File: src/rtl/decode_pkg.sv
// Shared types for the 9-bit accumulator ISA decode stage: opcodes, ALU ops and the decoded bundle.
package decode_pkg;

    localparam int NUM_REGS_DEF = 12;
    localparam int REG_ADDR_W   = $clog2(NUM_REGS_DEF);
    localparam int INSTR_W      = 9;
    localparam int DATA_W       = 8;
    localparam int ALU_OP_W     = 4;

    localparam logic [2:0] OP_RTYPE = 3'd0;
    localparam logic [2:0] OP_MEM   = 3'd1;
    localparam logic [2:0] OP_ADD   = 3'd2;
    localparam logic [2:0] OP_ADDI  = 3'd3;
    localparam logic [2:0] OP_SUB   = 3'd4;
    localparam logic [2:0] OP_TR    = 3'd5;
    localparam logic [2:0] OP_JR    = 3'd6;
    localparam logic [2:0] OP_SHIFT = 3'd7;

    localparam logic [1:0] SUB_AND  = 2'd0;
    localparam logic [1:0] SUB_SLT  = 2'd1;
    localparam logic [1:0] SUB_OR   = 2'd2;
    localparam logic [1:0] SUB_BEQ  = 2'd3;
    localparam logic [1:0] SUB_LW   = 2'd0;
    localparam logic [1:0] SUB_SW   = 2'd1;
    localparam logic [1:0] SUB_INC  = 2'd2;
    localparam logic [1:0] SUB_CLR  = 2'd3;
    localparam logic [1:0] SUB_SRL  = 2'd0;
    localparam logic [1:0] SUB_SRA  = 2'd1;
    localparam logic [1:0] SUB_SLL  = 2'd2;
    localparam logic [1:0] SUB_HALT = 2'd3;

    typedef enum logic [ALU_OP_W-1:0] {
        ALU_AND  = 4'd0,
        ALU_SLT  = 4'd1,
        ALU_OR   = 4'd2,
        ALU_ADD  = 4'd4,
        ALU_SUB  = 4'd5,
        ALU_PASS = 4'd6,
        ALU_BEQ  = 4'd7,
        ALU_SRL  = 4'd8,
        ALU_SRA  = 4'd9,
        ALU_SLL  = 4'd10
    } alu_op_e;

    typedef struct packed {
        alu_op_e                alu_op;
        logic [REG_ADDR_W-1:0]  rs_addr;
        logic [REG_ADDR_W-1:0]  rt_addr;
        logic [REG_ADDR_W-1:0]  rd_addr;
        logic [DATA_W-1:0]      imm;
        logic                   reg_clear;
        logic                   reg_write;
        logic                   car_write;
        logic                   sel_imm;
        logic                   jump;
        logic                   mem_read;
        logic                   mem_write;
        logic                   mem2reg;
        logic                   uses_rs;
        logic                   uses_rt;
    } decode_bundle_t;

    function automatic logic is_halt(input logic [INSTR_W-1:0] instr);
        return (instr[8:6] == OP_SHIFT) && (instr[1:0] == SUB_HALT);
    endfunction

endpackage

File: src/rtl/decode_core.sv
// Pure combinational instruction decoder; every unused field is driven to 0.
module decode_core
    import decode_pkg::*;
(
    input  logic [INSTR_W-1:0] instr_i,
    output decode_bundle_t     bundle_o
);

    logic [2:0]            op;
    logic [1:0]            sub;
    logic [REG_ADDR_W-1:0] f54, f32, f10, f52, f20, f53;

    assign op  = instr_i[8:6];
    assign sub = instr_i[1:0];
    assign f54 = REG_ADDR_W'(instr_i[5:4]);
    assign f32 = REG_ADDR_W'(instr_i[3:2]);
    assign f10 = REG_ADDR_W'(instr_i[1:0]);
    assign f52 = REG_ADDR_W'(instr_i[5:2]);
    assign f20 = REG_ADDR_W'(instr_i[2:0]);
    assign f53 = REG_ADDR_W'(instr_i[5:3]);

    // Register-index offsets wrap modulo 2^REG_ADDR_W by construction.
    always_comb begin
        bundle_o = '0;
        case (op)
            OP_RTYPE: begin
                bundle_o.uses_rs = 1'b1;
                bundle_o.uses_rt = 1'b1;
                if (sub == SUB_BEQ) begin
                    bundle_o.alu_op  = ALU_BEQ;
                    bundle_o.rs_addr = f54;
                    bundle_o.rt_addr = f32 + REG_ADDR_W'(8);
                end else begin
                    bundle_o.alu_op    = (sub == SUB_AND) ? ALU_AND :
                                         (sub == SUB_SLT) ? ALU_SLT : ALU_OR;
                    bundle_o.rs_addr   = f54 + REG_ADDR_W'(4);
                    bundle_o.rt_addr   = f32;
                    bundle_o.rd_addr   = REG_ADDR_W'(12);
                    bundle_o.reg_write = 1'b1;
                end
            end
            OP_MEM: begin
                case (sub)
                    SUB_LW: begin
                        bundle_o.alu_op    = ALU_PASS;
                        bundle_o.rs_addr   = f54 + REG_ADDR_W'(4);
                        bundle_o.rd_addr   = f32;
                        bundle_o.reg_write = 1'b1;
                        bundle_o.mem_read  = 1'b1;
                        bundle_o.mem2reg   = 1'b1;
                        bundle_o.uses_rs   = 1'b1;
                    end
                    SUB_SW: begin
                        bundle_o.alu_op    = ALU_PASS;
                        bundle_o.rs_addr   = f54 + REG_ADDR_W'(4);
                        bundle_o.rt_addr   = f32;
                        bundle_o.mem_write = 1'b1;
                        bundle_o.uses_rs   = 1'b1;
                        bundle_o.uses_rt   = 1'b1;
                    end
                    SUB_INC: begin
                        bundle_o.alu_op    = ALU_ADD;
                        bundle_o.rs_addr   = f52;
                        bundle_o.rd_addr   = f52;
                        bundle_o.imm       = DATA_W'(1);
                        bundle_o.sel_imm   = 1'b1;
                        bundle_o.reg_write = 1'b1;
                        bundle_o.uses_rs   = 1'b1;
                    end
                    SUB_CLR: begin
                        bundle_o.rd_addr   = f52;
                        bundle_o.reg_clear = 1'b1;
                        bundle_o.reg_write = 1'b1;
                    end
                endcase
            end
            OP_ADD, OP_SUB: begin
                bundle_o.alu_op    = (op == OP_ADD) ? ALU_ADD : ALU_SUB;
                bundle_o.rs_addr   = f54 + REG_ADDR_W'(4);
                bundle_o.rt_addr   = f32;
                bundle_o.rd_addr   = f10 + REG_ADDR_W'(8);
                bundle_o.reg_write = 1'b1;
                bundle_o.car_write = 1'b1;
                bundle_o.uses_rs   = 1'b1;
                bundle_o.uses_rt   = 1'b1;
            end
            OP_ADDI: begin
                bundle_o.alu_op    = ALU_ADD;
                bundle_o.rs_addr   = f32;
                bundle_o.rd_addr   = f54 + REG_ADDR_W'(8);
                bundle_o.imm       = DATA_W'(instr_i[1:0]);
                bundle_o.sel_imm   = 1'b1;
                bundle_o.reg_write = 1'b1;
                bundle_o.uses_rs   = 1'b1;
            end
            OP_TR: begin
                bundle_o.alu_op    = ALU_PASS;
                bundle_o.rs_addr   = f20 + REG_ADDR_W'(5);
                bundle_o.rd_addr   = f53 + REG_ADDR_W'(1);
                bundle_o.reg_write = 1'b1;
                bundle_o.uses_rs   = 1'b1;
            end
            OP_JR: begin
                bundle_o.alu_op = ALU_PASS;
                bundle_o.imm    = DATA_W'(instr_i[5:0]);
                bundle_o.jump   = 1'b1;
            end
            OP_SHIFT: begin
                if (sub != SUB_HALT) begin
                    bundle_o.alu_op    = (sub == SUB_SRL) ? ALU_SRL :
                                         (sub == SUB_SRA) ? ALU_SRA : ALU_SLL;
                    bundle_o.rs_addr   = f54 + REG_ADDR_W'(4);
                    bundle_o.rd_addr   = f54 + REG_ADDR_W'(4);
                    bundle_o.rt_addr   = f32;
                    bundle_o.reg_write = 1'b1;
                    bundle_o.car_write = 1'b1;
                    bundle_o.uses_rs   = 1'b1;
                    bundle_o.uses_rt   = 1'b1;
                end
            end
        endcase
    end

endmodule

File: src/rtl/decode_stage.sv
// Registered decode stage with valid/ready handshake, flush, sticky halt and bubble counter.
// Optional load-use interlock is enabled by defining DECODE_LOAD_USE_INTERLOCK_EN.
module decode_stage
    import decode_pkg::*;
#(
    parameter int NUM_REGS    = 12,
    parameter int INSTR_WIDTH = 9,
    parameter int REG_WIDTH   = 8,
    parameter int OP_WIDTH    = 4,
    parameter int CNT_WIDTH   = 16,
    localparam int RA_W       = $clog2(NUM_REGS)
) (
    input  logic                   clk,
    input  logic                   reset_n,
    input  logic                   in_valid,
    output logic                   in_ready,
    input  logic [INSTR_WIDTH-1:0] instruction,
    input  logic                   flush,
    output logic                   out_valid,
    input  logic                   out_ready,
    output logic [OP_WIDTH-1:0]    alu_op,
    output logic [RA_W-1:0]        rs_addr,
    output logic [RA_W-1:0]        rt_addr,
    output logic [RA_W-1:0]        rd_addr,
    output logic [REG_WIDTH-1:0]   imm,
    output logic                   reg_clear,
    output logic                   reg_write,
    output logic                   car_write,
    output logic                   sel_imm,
    output logic                   jump,
    output logic                   mem_read,
    output logic                   mem_write,
    output logic                   mem2reg,
    output logic                   halted,
    output logic [CNT_WIDTH-1:0]   bubble_count
);

    decode_bundle_t        core_b, bundle_q, bundle_d;
    logic                  valid_q, valid_d;
    logic                  halted_q, halted_d;
    logic [CNT_WIDTH-1:0]  bub_q, bub_d;
    logic                  stall, accept;

    decode_core u_core (
        .instr_i  (instruction),
        .bundle_o (core_b)
    );

`ifdef DECODE_LOAD_USE_INTERLOCK_EN
    logic                  lp_q, lp_d;
    logic [RA_W-1:0]       lrd_q, lrd_d;

    // Stall only in the single cycle after an LW leaves, and only on a real source match.
    assign stall = lp_q && in_valid &&
                   ((core_b.uses_rs && (core_b.rs_addr == lrd_q)) ||
                    (core_b.uses_rt && (core_b.rt_addr == lrd_q)));
    assign lp_d  = !flush && valid_q && out_ready && bundle_q.mem_read;
    assign lrd_d = bundle_q.rd_addr;

    always_ff @(posedge clk or negedge reset_n) begin
        if (!reset_n) begin
            lp_q  <= 1'b0;
            lrd_q <= '0;
        end else begin
            lp_q  <= lp_d;
            lrd_q <= lrd_d;
        end
    end
`else
    assign stall = 1'b0;
`endif

    assign in_ready = !halted_q && !stall && (!valid_q || out_ready);
    assign accept   = in_valid && in_ready;

    always_comb begin
        valid_d  = valid_q;
        bundle_d = bundle_q;
        if (flush) begin
            valid_d = 1'b0;
        end else if (accept) begin
            valid_d  = 1'b1;
            bundle_d = core_b;
        end else if (out_ready) begin
            valid_d = 1'b0;
        end
        halted_d = halted_q || (accept && !flush && is_halt(instruction));
        bub_d    = (stall && (bub_q != '1)) ? bub_q + 1'b1 : bub_q;
    end

    always_ff @(posedge clk or negedge reset_n) begin
        if (!reset_n) begin
            valid_q  <= 1'b0;
            bundle_q <= '0;
            halted_q <= 1'b0;
            bub_q    <= '0;
        end else begin
            valid_q  <= valid_d;
            bundle_q <= bundle_d;
            halted_q <= halted_d;
            bub_q    <= bub_d;
        end
    end

    assign out_valid    = valid_q;
    assign alu_op       = bundle_q.alu_op;
    assign rs_addr      = bundle_q.rs_addr;
    assign rt_addr      = bundle_q.rt_addr;
    assign rd_addr      = bundle_q.rd_addr;
    assign imm          = bundle_q.imm;
    assign reg_clear    = bundle_q.reg_clear;
    assign reg_write    = bundle_q.reg_write;
    assign car_write    = bundle_q.car_write;
    assign sel_imm      = bundle_q.sel_imm;
    assign jump         = bundle_q.jump;
    assign mem_read     = bundle_q.mem_read;
    assign mem_write    = bundle_q.mem_write;
    assign mem2reg      = bundle_q.mem2reg;
    assign halted       = halted_q;
    assign bubble_count = bub_q;

endmodule

File: config.mk
export PLATFORM = sky130hd
export DESIGN_NAME = decode_stage
export DESIGN_NICKNAME = d
export VERILOG_FILES = /design/src/rtl/decode_pkg.sv /design/src/rtl/decode_core.sv /design/src/rtl/decode_stage.sv
export SDC_FILE = /design/constraint.sdc
export NUM_CORES = 1
export LEC_CHECK = 0
export ABC_CLOCK_PERIOD_IN_PS = 2600
export BUFFER_PORTS_ARGS = -buffer_cell sky130_fd_sc_hd__buf_2
export CAP_MARGIN = 20
export CORE_ASPECT_RATIO = 1.2
export CORE_MARGIN = 3
export CORE_UTILIZATION = 55
export DETAILED_ROUTE_END_ITERATION = 10
export PLACE_DENSITY = 0.85
export SYNTH_ARGS = -nofsm -noshare
export SYNTH_HDL_FRONTEND = slang
export SYNTH_SLANG_ARGS = --single-unit
File: constraint.sdc
create_clock -name clk -period 2.6 [get_ports clk]
set_input_delay 0.39 -clock clk [delete_from_list [all_inputs] [get_ports clk]]
set_output_delay 0.39 -clock clk [all_outputs]
set_load 0.01 [all_outputs]
Yosys cells after proc, flatten, opt, wreduce, memory -nomap -nowiden
Cells that the tools add are included.
{"block": "totals", "output_inout_bits": 51, "word_cells": 86, "ff_bits": 34}
{"block": "classes", "reduce_logical": 20, "add_sub_neg": 6, "eq_ne": 11, "mux": 33, "n_bitwise": 1}
{"cell": "$pmux W4 S6", "n": 3}
{"cell": "$pmux W8 S3", "n": 1}
{"cell": "$mux W16", "n": 1}
{"cell": "$pmux W4 S4", "n": 1}
{"cell": "$pmux W7 S2", "n": 1}
{"cell": "$mux W1", "n": 13}
{"cell": "$add A2 B4 Y4 const B", "n": 3}
{"cell": "$eq A3 B3 Y1 const B", "n": 4}
{"cell": "$mux W12", "n": 1}
{"cell": "$mux W4", "n": 3}
{"cell": "$mux W2", "n": 4}
{"cell": "$pmux W4 S2", "n": 1}
{"cell": "$reduce_or A2 Y1", "n": 4}
{"cell": "$eq A3 B2 Y1 const B", "n": 2}
{"cell": "$logic_and A1 B1 Y1", "n": 5}
{"cell": "$add A2 B3 Y4 const B", "n": 1}
{"cell": "$add A3 B1 Y4 const B", "n": 1}
{"cell": "$add A3 B3 Y4 const B", "n": 1}
{"cell": "$eq A2 B2 Y1 const B", "n": 2}
{"cell": "$pmux W1 S2", "n": 2}
{"cell": "$pmux W1 S4", "n": 1}
{"cell": "$reduce_or A4 Y1", "n": 1}
{"cell": "$eq A3 B1 Y1 const B", "n": 1}
{"cell": "$logic_not A1 Y1", "n": 3}
{"cell": "other kinds (10)", "n": 11}

Longest topological paths before layout
Gate-level depths: netlist of the first run.
{"block": "depth", "ltp_word": 7, "mapped_depth": 8}

By module
A second synthesis of the first run with hierarchy kept.
{"block": "unflattened", "cells_unflattened": 224, "area_unflattened_um2": 2258.4}
{"mod": "decode_stage", "cells_each": 93, "seq_area_each_um2": 850.8, "instances": 1, "area_per_inst_um2": 1437.6}
{"mod": "decode_core", "cells_each": 131, "seq_area_each_um2": 0.0, "instances": 1, "area_per_inst_um2": 820.8}

Least setup slack after synthesis of the first run
OpenSTA, ideal clock, no wires.
{"block": "synth_timing", "path_kind": "in2reg", "start": "input instruction[0]", "end": "register bundle_q, in the netlist rs_addr[2]", "setup_slack_ns": 0.809, "t_arrival_ns": 1.664, "t_required_ns": 2.474, "cell_stages": 8, "cell_sequence": "ha_1 -> clkbuf_1 -> inv_1 -> ha_1 -> o21ai_0 -> nand2_1 -> a31oi_1 -> o21ai_0"}
{"block": "synth_between", "elab_chain_cells": 4, "elab_cells_between_ends": 11, "classes_between": "1 x add/sub; 4 x eq/ne; 4 x mux; 2 x reduce/logical"}
{"element": "from (decl)", "line_no": "decode_stage.sv:17", "source": "input logic [INSTR_WIDTH-1:0] instruction,"}
{"element": "$eq A2 B1 Y1 or $logic_not A2 Y1 (tied branches)", "line_no": "decode_core.sv:43", "source": "case (sub)"}
{"element": "$reduce_or A2 Y1 (no source line)"}
{"element": "$pmux W7 S2", "line_no": "decode_core.sv:43"}
{"element": "$pmux W4 S6 *", "line_no": "decode_core.sv:25", "source": "case (op)"}
{"element": "to (signal assigned)", "line_no": "decode_stage.sv:99", "source": "bundle_q <= bundle_d;"}
{"element": "to (decl)", "line_no": "decode_stage.sv:38", "source": "decode_bundle_t core_b, bundle_q, bundle_d;"}
Mark *: on every way between the ends. The rest lies on a longest branch, timed or not.
A chain may end at the register's enable or synchronous reset.

Final worst setup path of the first run
Same ends and word-level chain as after synthesis.

==> results of run 1 <==
[state kept, by name, summed over array words and instances, names as in the netlist]
| name | flops |
|---|---|
| car_write | 1 |
| mem_write | 1 |
| out_valid | 1 |
| reg_clear | 1 |
| rd_addr | 4 |
| sel_imm | 1 |
| halted | 1 |
| jump | 1 |
| imm | 6 |
| mem_read | 1 |
| rt_addr | 3 |
| reg_write | 1 |
| alu_op | 4 |
| rs_addr | 4 |
[worst max path at each step]
stage / cells after the start / endpoint
after floorplan: 8 / rs_addr[2]
after detailed placement: 8 / rs_addr[2]
after global routing: 6 / rs_addr[1]
final: 8 / rs_addr[2]
after CTS: 8 / rs_addr[2]
after global placement: 8 / rs_addr[2]
[layer usage]
layer  track usage [%]  up-vias  wire (um)
met5                 0        -          0
met4             8.726        0         64
met2             34.47      100       2286
li1                  -      860          -
met1             29.17      815       1814
met3             3.915        6        416
[cell type report]
type	count	area [sq um]	share of cell area, %
timing repair buffer	46	232.7	10.34
clock buffer	5	68.82	3.059
multi-input combinational	184	1085	48.22
inverter	7	26.28	1.168
tap	37	46.29	2.058
clock inverter	3	40.04	1.780
sequential	30	750.7	33.37
[stage by stage]
| step | hold slack (ps) | instance area (sq um) | std cells | power (mW) |
|---|---|---|---|---|
| 2_1_floorplan | 94.41 | 2095 | 258 | 0.7931 |
| 3_3_place_gp | 444.8 | 2141 | 304 | 0.8899 |
| 3_5_place_dp | 449.9 | 2141 | 304 | 0.8970 |
| 4_1_cts | 156.2 | 2250 | 312 | 1.355 |
| 5_1_grt | 192.3 | 2250 | 312 | 1.412 |
| 6_report | 138.6 | 2250 | 312 | 1.342 |
[critical path: cells and delay by family]
kind            cells  cell delay [ps]
compound gates      3              390
buf+inv             2              390
fa+ha+maj           2              790
simple gates        1               70
[power by group through the flow]
stage / clock network, mW / logic (mW) / registers, mW
floorplan: 0 / 0.192 / 0.601
global placement: 0 / 0.322 / 0.568
detailed placement: 0 / 0.327 / 0.570
CTS: 0.464 / 0.328 / 0.562
global route: 0.477 / 0.365 / 0.570
finish: 0.453 / 0.328 / 0.561
[cells in the final DEF, fill, tap and decap left out, types with 2 or more instances in the layout]
cell      instances
a21o_1            4
a21oi_1           8
a31oi_1           5
a32o_1            2
a32oi_1           3
and2_1            2
and3_1            2
buf_2            45
clkbuf_8          5
clkinv_2          2
conb_1           19
dfrtp_1          30
ha_1              7
inv_1             7
mux2_2            5
nand2_1          43
nand2b_1          3
nand3_1          12
nand3b_1          3
nor2_1            9
nor2b_1           6
o21ai_0          25
or2_2             2
or3_1             2
xnor2_1           3
[kinds of logic (layout without fill, tap and decap cells)]
kind of cell | Yosys count | count (layout) | share of synthesized area [%]
buffers and inverters | 44 | 61 | 12.78
adders and majority gates | 7 | 7 | 4.321
DFF | 30 | 30 | 37.04
muxes | 5 | 5 | 2.778
other | 1 | 19 | 0.1850
AOI/OAI and AO/OA | 59 | 59 | 18.77
and+or+nand+nor | 91 | 91 | 22.84
xor gates and xnor gates | 3 | 3 | 1.297
==> flow_metrics.py, run 1 <==
metrics = {
    "power": {
        "power.share.sequential_pct": 41.8,
        "power_density_nw_per_um2": 596.5,
        "intPower_mw": 0.9366,
        "power.switching_mw": 0.4054,
        "p_sw_share_pct": 30.21,
        "combPwrFrac_pct": 24.4,
        "peakVddDrop_v": 0.0003150,
        "power.share.clock_pct": 33.8,
        "power_leakage_nw": 1.161,
    },
    "floorplanning": {
        "core_area_sq_um": 3425,
        "die_height_um": 72.50,
        "ios": 65,
        "die_w_um": 61.42,
        "start_util_pct": 59.19,
        "rows": 23,
        "fp.dieArea_sq_um": 4453,
    },
    "synth": {
        "synth.avg_cell_area_sq_um": 8.446,
        "ys_ff_latch": 30,
        "synthDistinctLibCells": 45,
        "synth_edf_count": 0,
        "yosysTopAreaCellShare_pct": 37.04,
        "synthCells": 240,
        "yosysMostFrequentCell": "nand2_1",
        "synth_commonest_cells": "nand2_1, dfrtp_1, o21ai_0, buf_4",
        "yosysSeqAreaShare_pct": 37.04,
        "synth_warnings": 0,
        "yosys_most_used_dff": "dfrtp_1",
        "synth_largest_area_cell": "dfrtp_1",
        "synth_area_sq_um": 2027,
        "synth-async-reset-ratio_pct": 100.0,
        "synthTopCellsByArea": "dfrtp_1, nand2_1, buf_4",
    },
    "flow_run": {
        "max_cap_viol_count": 0,
    },
    "route": {
        "drt_wl_total_mm": 4.582,
        "drt_iter0_drc": 82,
        "ant_nets": 0,
        "avgViaCountPerCell": 5.708,
        "wl_per_cell_um": 14.69,
        "first_pass_iters": 5,
        "dr_total_vias": 1781,
        "drc": 0,
    },
    "sta": {
        "fin_setup_tns_ps": 0,
        "rsz0062_at_grt": "false",
        "finalCriticalPeriod_ps": 1892,
        "fmax_ghz": 0.5285,
        "setup_viol": 0,
        "slew_violations": 0,
        "slew-limit-headroom_pct": 55.50,
        "setup_ws_ps": 707.7,
        "worst_pin_slew_ps": 667.5,
        "hold_viol_final": 0,
        "timing.final.crit_share_pct": 72.78,
        "finClkSkew_ps": 2.101,
    },
    "clock_tree": {
        "htreeDepth": 2,
        "cts_sinks": 30,
        "cts_root_buf": "clkbuf_8",
        "cts_tree": "done",
        "cts_hold_buffers": 0,
        "clockBufferDepth": 2,
        "cts_setup_buffers": 0,
        "path_clk_slew_ps": 60,
        "cts_buffers": 5,
        "clk_latency_ps": 280,
        "cts_resized": 0,
    },
    "setup_path": {
        "worst_path_largest_cell_delay_ps": 480,
        "r2r_slack_ps": 850,
        "setup.worst_path.class": "input port to flop",
        "r2r.worst_path.cells": 4,
        "worstPathCellList": "buf_2 -> ha_1 -> inv_1 -> ha_1 -> o21ai_0 -> nand2_1 -> a31oi_1 -> o21ai_0",
        "cp-end-kind": "flop",
        "crit_required_ps": 2750,
        "cp_data_arrival_time_ps": 2040,
        "r2r-start": "out_valid",
        "timing.rr.end": "alu_op[1]",
        "cp_slowest_cell": "ha_1",
        "cp_max_fo": 15,
        "start_kind": "input port",
        "cp-startpoint": "instruction[0]",
    },
    "layout": {
        "finalCoreUtilization_pct": 65.69,
        "areaGrowthSynthToFinish_pct": 10.99,
        "fillers": 310,
        "finalNetCount": 295,
        "drive_above_1_share_pct": 23.64,
        "antenna_cells": 0,
    },
    "placement": {
        "dp_slack_ps": 452.1,
        "port_buffers": 45,
        "place_hpwl_mm": 3.176,
        "place_congestion": 0.9038,
    },
    "grt": {
        "grt_max_degree": 43,
        "grt_pass1_vias": 1596,
        "antenna_found_initial": 0,
        "grt_usage_pct": 21.80,
        "gr-total-overflow": 0,
        "grt_pass1_wl_mm": 7.307,
    },
    "status": {
        "status": "complete, no violations",
    },
    "worst_hold_path": {
        "hold_class": "input port to async pin",
    },
}
Power figures use the tool's default switching activity.
==> run 2, diff against run 1 <==
Settings changed: ABC_AREA set to 1, ABC_CLOCK_PERIOD_IN_PS 2600 to 1500, CORE_UTILIZATION 55 to 46, PLACE_DENSITY 0.85 to 0.77.
Clock period 2.6 ns to 1.5 ns, I/O delays scaled along.
==> flow_metrics.py, run 2 <==
metrics = {
    "synth": {
        "ys_ff_latch": 30,
        "yosysMostFrequentCell": "nand2_1",
        "synth_edf_count": 0,
        "synth_commonest_cells": "nand2_1, dfrtp_1, buf_4, nand3_1, inv_1",
        "yosysSeqAreaShare_pct": 38.39,
        "synth.avg_cell_area_sq_um": 7.216,
        "yosysTopAreaCellShare_pct": 38.39,
        "synth_warnings": 0,
        "synthTopCellsByArea": "dfrtp_1, nand2_1, buf_4",
        "synthCells": 271,
        "synth-async-reset-ratio_pct": 100.0,
        "synth_area_sq_um": 1956,
        "synth_largest_area_cell": "dfrtp_1",
        "yosys_most_used_dff": "dfrtp_1",
        "synthDistinctLibCells": 27,
    },
    "sta": {
        "timing.final.crit_share_pct": 88.46,
        "worst_pin_slew_ps": 667.2,
        "hold_viol_final": 0,
        "finalCriticalPeriod_ps": 1327,
        "rsz0062_at_grt": "false",
        "setup_viol": 0,
        "fin_setup_tns_ps": 0,
        "fmax_ghz": 0.7536,
        "slew-limit-headroom_pct": 55.52,
        "slew_violations": 0,
        "finClkSkew_ps": 3.360,
    },
    "layout": {
        "largest_reg_flops": 6,
        "areaGrowthSynthToFinish_pct": 15.35,
        "layout_commonest_cell": "nand2_1",
        "final_cell_mix": "nand2_1, buf_2, dfrtp_1",
        "antenna_cells": 0,
        "finalNetCount": 341,
        "drive_above_1_share_pct": 21.18,
        "fillers": 422,
    },
    "route": {
        "drt_iter0_drc": 144,
        "avgViaCountPerCell": 4.997,
        "first_pass_iters": 5,
        "drt_wl_total_mm": 4.771,
        "dr_total_vias": 1874,
        "drc": 0,
        "ant_nets": 0,
        "wl_per_cell_um": 12.72,
    },
    "grt": {
        "gr-total-overflow": 0,
        "grt_max_degree": 38,
        "met3_usage_pct": 4.486,
        "busiest_layer": "met2",
        "antenna_found_initial": 0,
        "grt_pass1_wl_mm": 7.983,
        "grt_usage_pct": 20.31,
        "grt_pass1_vias": 1808,
        "grt.met2_usage_pct": 32.62,
        "grtUsageMet1_pct": 24.56,
    },
    "setup_path": {
        "cp_max_fo": 10,
        "start_kind": "flop",
        "worst_path_largest_cell_delay_ps": 400,
        "crit_required_ps": 1720,
        "cp_data_arrival_time_ps": 1550,
        "cp_slowest_cell": "dfrtp_1",
        "worstPathCellList": "a21oi_2 -> nand2_1 -> nor2_4 -> buf_4 -> nand2_1 -> nand2_1",
        "setup.worst_path.class": "flop to flop",
        "cp-end-kind": "flop",
        "cpMostUsedCell": "nand2_1",
    },
    "clock_tree": {
        "htreeDepth": 2,
        "path_clk_slew_ps": 60,
        "clk_latency_ps": 280,
        "cts_buffers": 5,
        "cts_tree": "done",
        "cts_root_buf": "clkbuf_8",
        "clockBufferDepth": 2,
        "cts_sinks": 30,
    },
    "status": {
        "status": "complete, no violations",
    },
    "placement": {
        "port_buffers": 45,
        "place_congestion": 0.9971,
        "place_hpwl_mm": 3.593,
    },
    "power": {
        "combPwrFrac_pct": 25.0,
        "finalPower_mw": 2.177,
        "p_sw_share_pct": 32.42,
        "power.share.sequential_pct": 44.1,
        "power.share.clock_pct": 30.9,
        "intPower_mw": 1.471,
        "power.switching_mw": 0.7057,
        "peakVddDrop_v": 0.0005544,
        "power_density_nw_per_um2": 964.8,
        "power_leakage_nw": 1.331,
    },
    "worst_hold_path": {
        "hold_class": "input port to flop",
    },
    "floorplanning": {
        "rows": 25,
        "die_w_um": 65.52,
        "ios": 65,
        "core_area_sq_um": 4004,
        "start_util_pct": 48.84,
        "fp.dieArea_sq_um": 5073,
        "die_height_um": 77.43,
    },
    "flow_run": {
        "max_cap_viol_count": 0,
    },
}
[run 2: cell count changes after synthesis, moves of 4 or more]
| cell | change |
|---|---|
| o21ai_0 | -9 |
| nand3_1 | +6 |
| nor2b_1 | -6 |
| nand4_1 | +5 |
| a21o_1 | -4 |
| a21oi_1 | -5 |
| mux2_2 | -5 |
| nand2_1 | +78 |
| clkbuf_1 | -9 |
| nor2_4 | +5 |
| a31oi_1 | -5 |
| inv_1 | +10 |
[run 2: worst paths after layout]
check	startpoint	to	slack, ps	depth (start not counted)
max in group asynchronous	reset_n	alu_op[0]	550	2
max	out_valid	rd_addr[0]	170	6
max reg2reg	out_valid	rd_addr[0]	170	6
min reg2reg	rd_addr[2]	rd_addr[2]	470	2
min	flush	out_valid	140	2
min in group asynchronous	reset_n	rt_addr[0]	510	2
[run 2: layer usage]
layer,routed length (um),vias to the layer above
li1,-,911
met5,0,-
met1,1879,836
met3,450,16
met2,2300,111
met4,140,0
[run 2: metrics by stage]
stage | instances | hold WS [ps] | util, % | area, sq um | worst slack [ps]
global route | 375 | 161.6 | 56.34 | 2256 | 0.6696
finish | 375 | 141.1 | 56.34 | 2256 | 173.0
CTS | 375 | 141.6 | 56.34 | 2256 | 149.9
detailed placement | 366 | 298.2 | 53.81 | 2155 | 75.42
global placement | 366 | 286.2 | 53.81 | 2155 | 118.2
floorplan | 289 | -70.59 | - | 2023 | 134.0
[run 2: what timing repair did]
item	4_1_cts	5_1_grt
hold endpoints to repair	14	0
hold buffers	1	0
gates resized for setup	0	0
setup buffers	0	0
[run 2: logic make-up (layout without fill, tap and decap cells)]
group,Yosys count,after routing,share of synthesized area (%)
simple gates,164,164,36.60
buf+inv,44,76,13.24
flops,30,30,38.39
compound gates,24,24,6.654
fa+ha+maj,7,7,4.478
other cells,1,19,0.1918
xor+xnor,1,1,0.4479
[run 2: final cells by class]
| class | count | area, sq um | area share, % |
|---|---|---|---|
| well taps | 54 | 67.56 | 2.995 |
| repair buffers | 50 | 265.3 | 11.76 |
| clock inverters | 1 | 5.005 | 0.2219 |
| clock buffers | 7 | 86.33 | 3.827 |
| flip-flops and latches | 30 | 750.7 | 33.28 |
| multi-input cells | 215 | 1013 | 44.93 |
| inverters | 18 | 67.56 | 2.995 |
[run 2: power groups by stage]
stage | Clock, mW | Sequential [mW] | Combinational, mW
floorplan | 0 | 1.02 | 0.309
global placement | 0 | 0.974 | 0.532
detailed placement | 0 | 0.974 | 0.544
CTS | 0.681 | 0.960 | 0.548
global route | 0.713 | 0.972 | 0.615
finish | 0.672 | 0.959 | 0.545
[run 2: worst max-delay path: cells and delay by family (launching register included)]
| kind | cells | cell delay [ps] |
|---|---|---|
| simple gates | 4 | 460 |
| flops | 1 | 400 |
| compound gates | 1 | 200 |
| buf+inv | 1 | 200 |
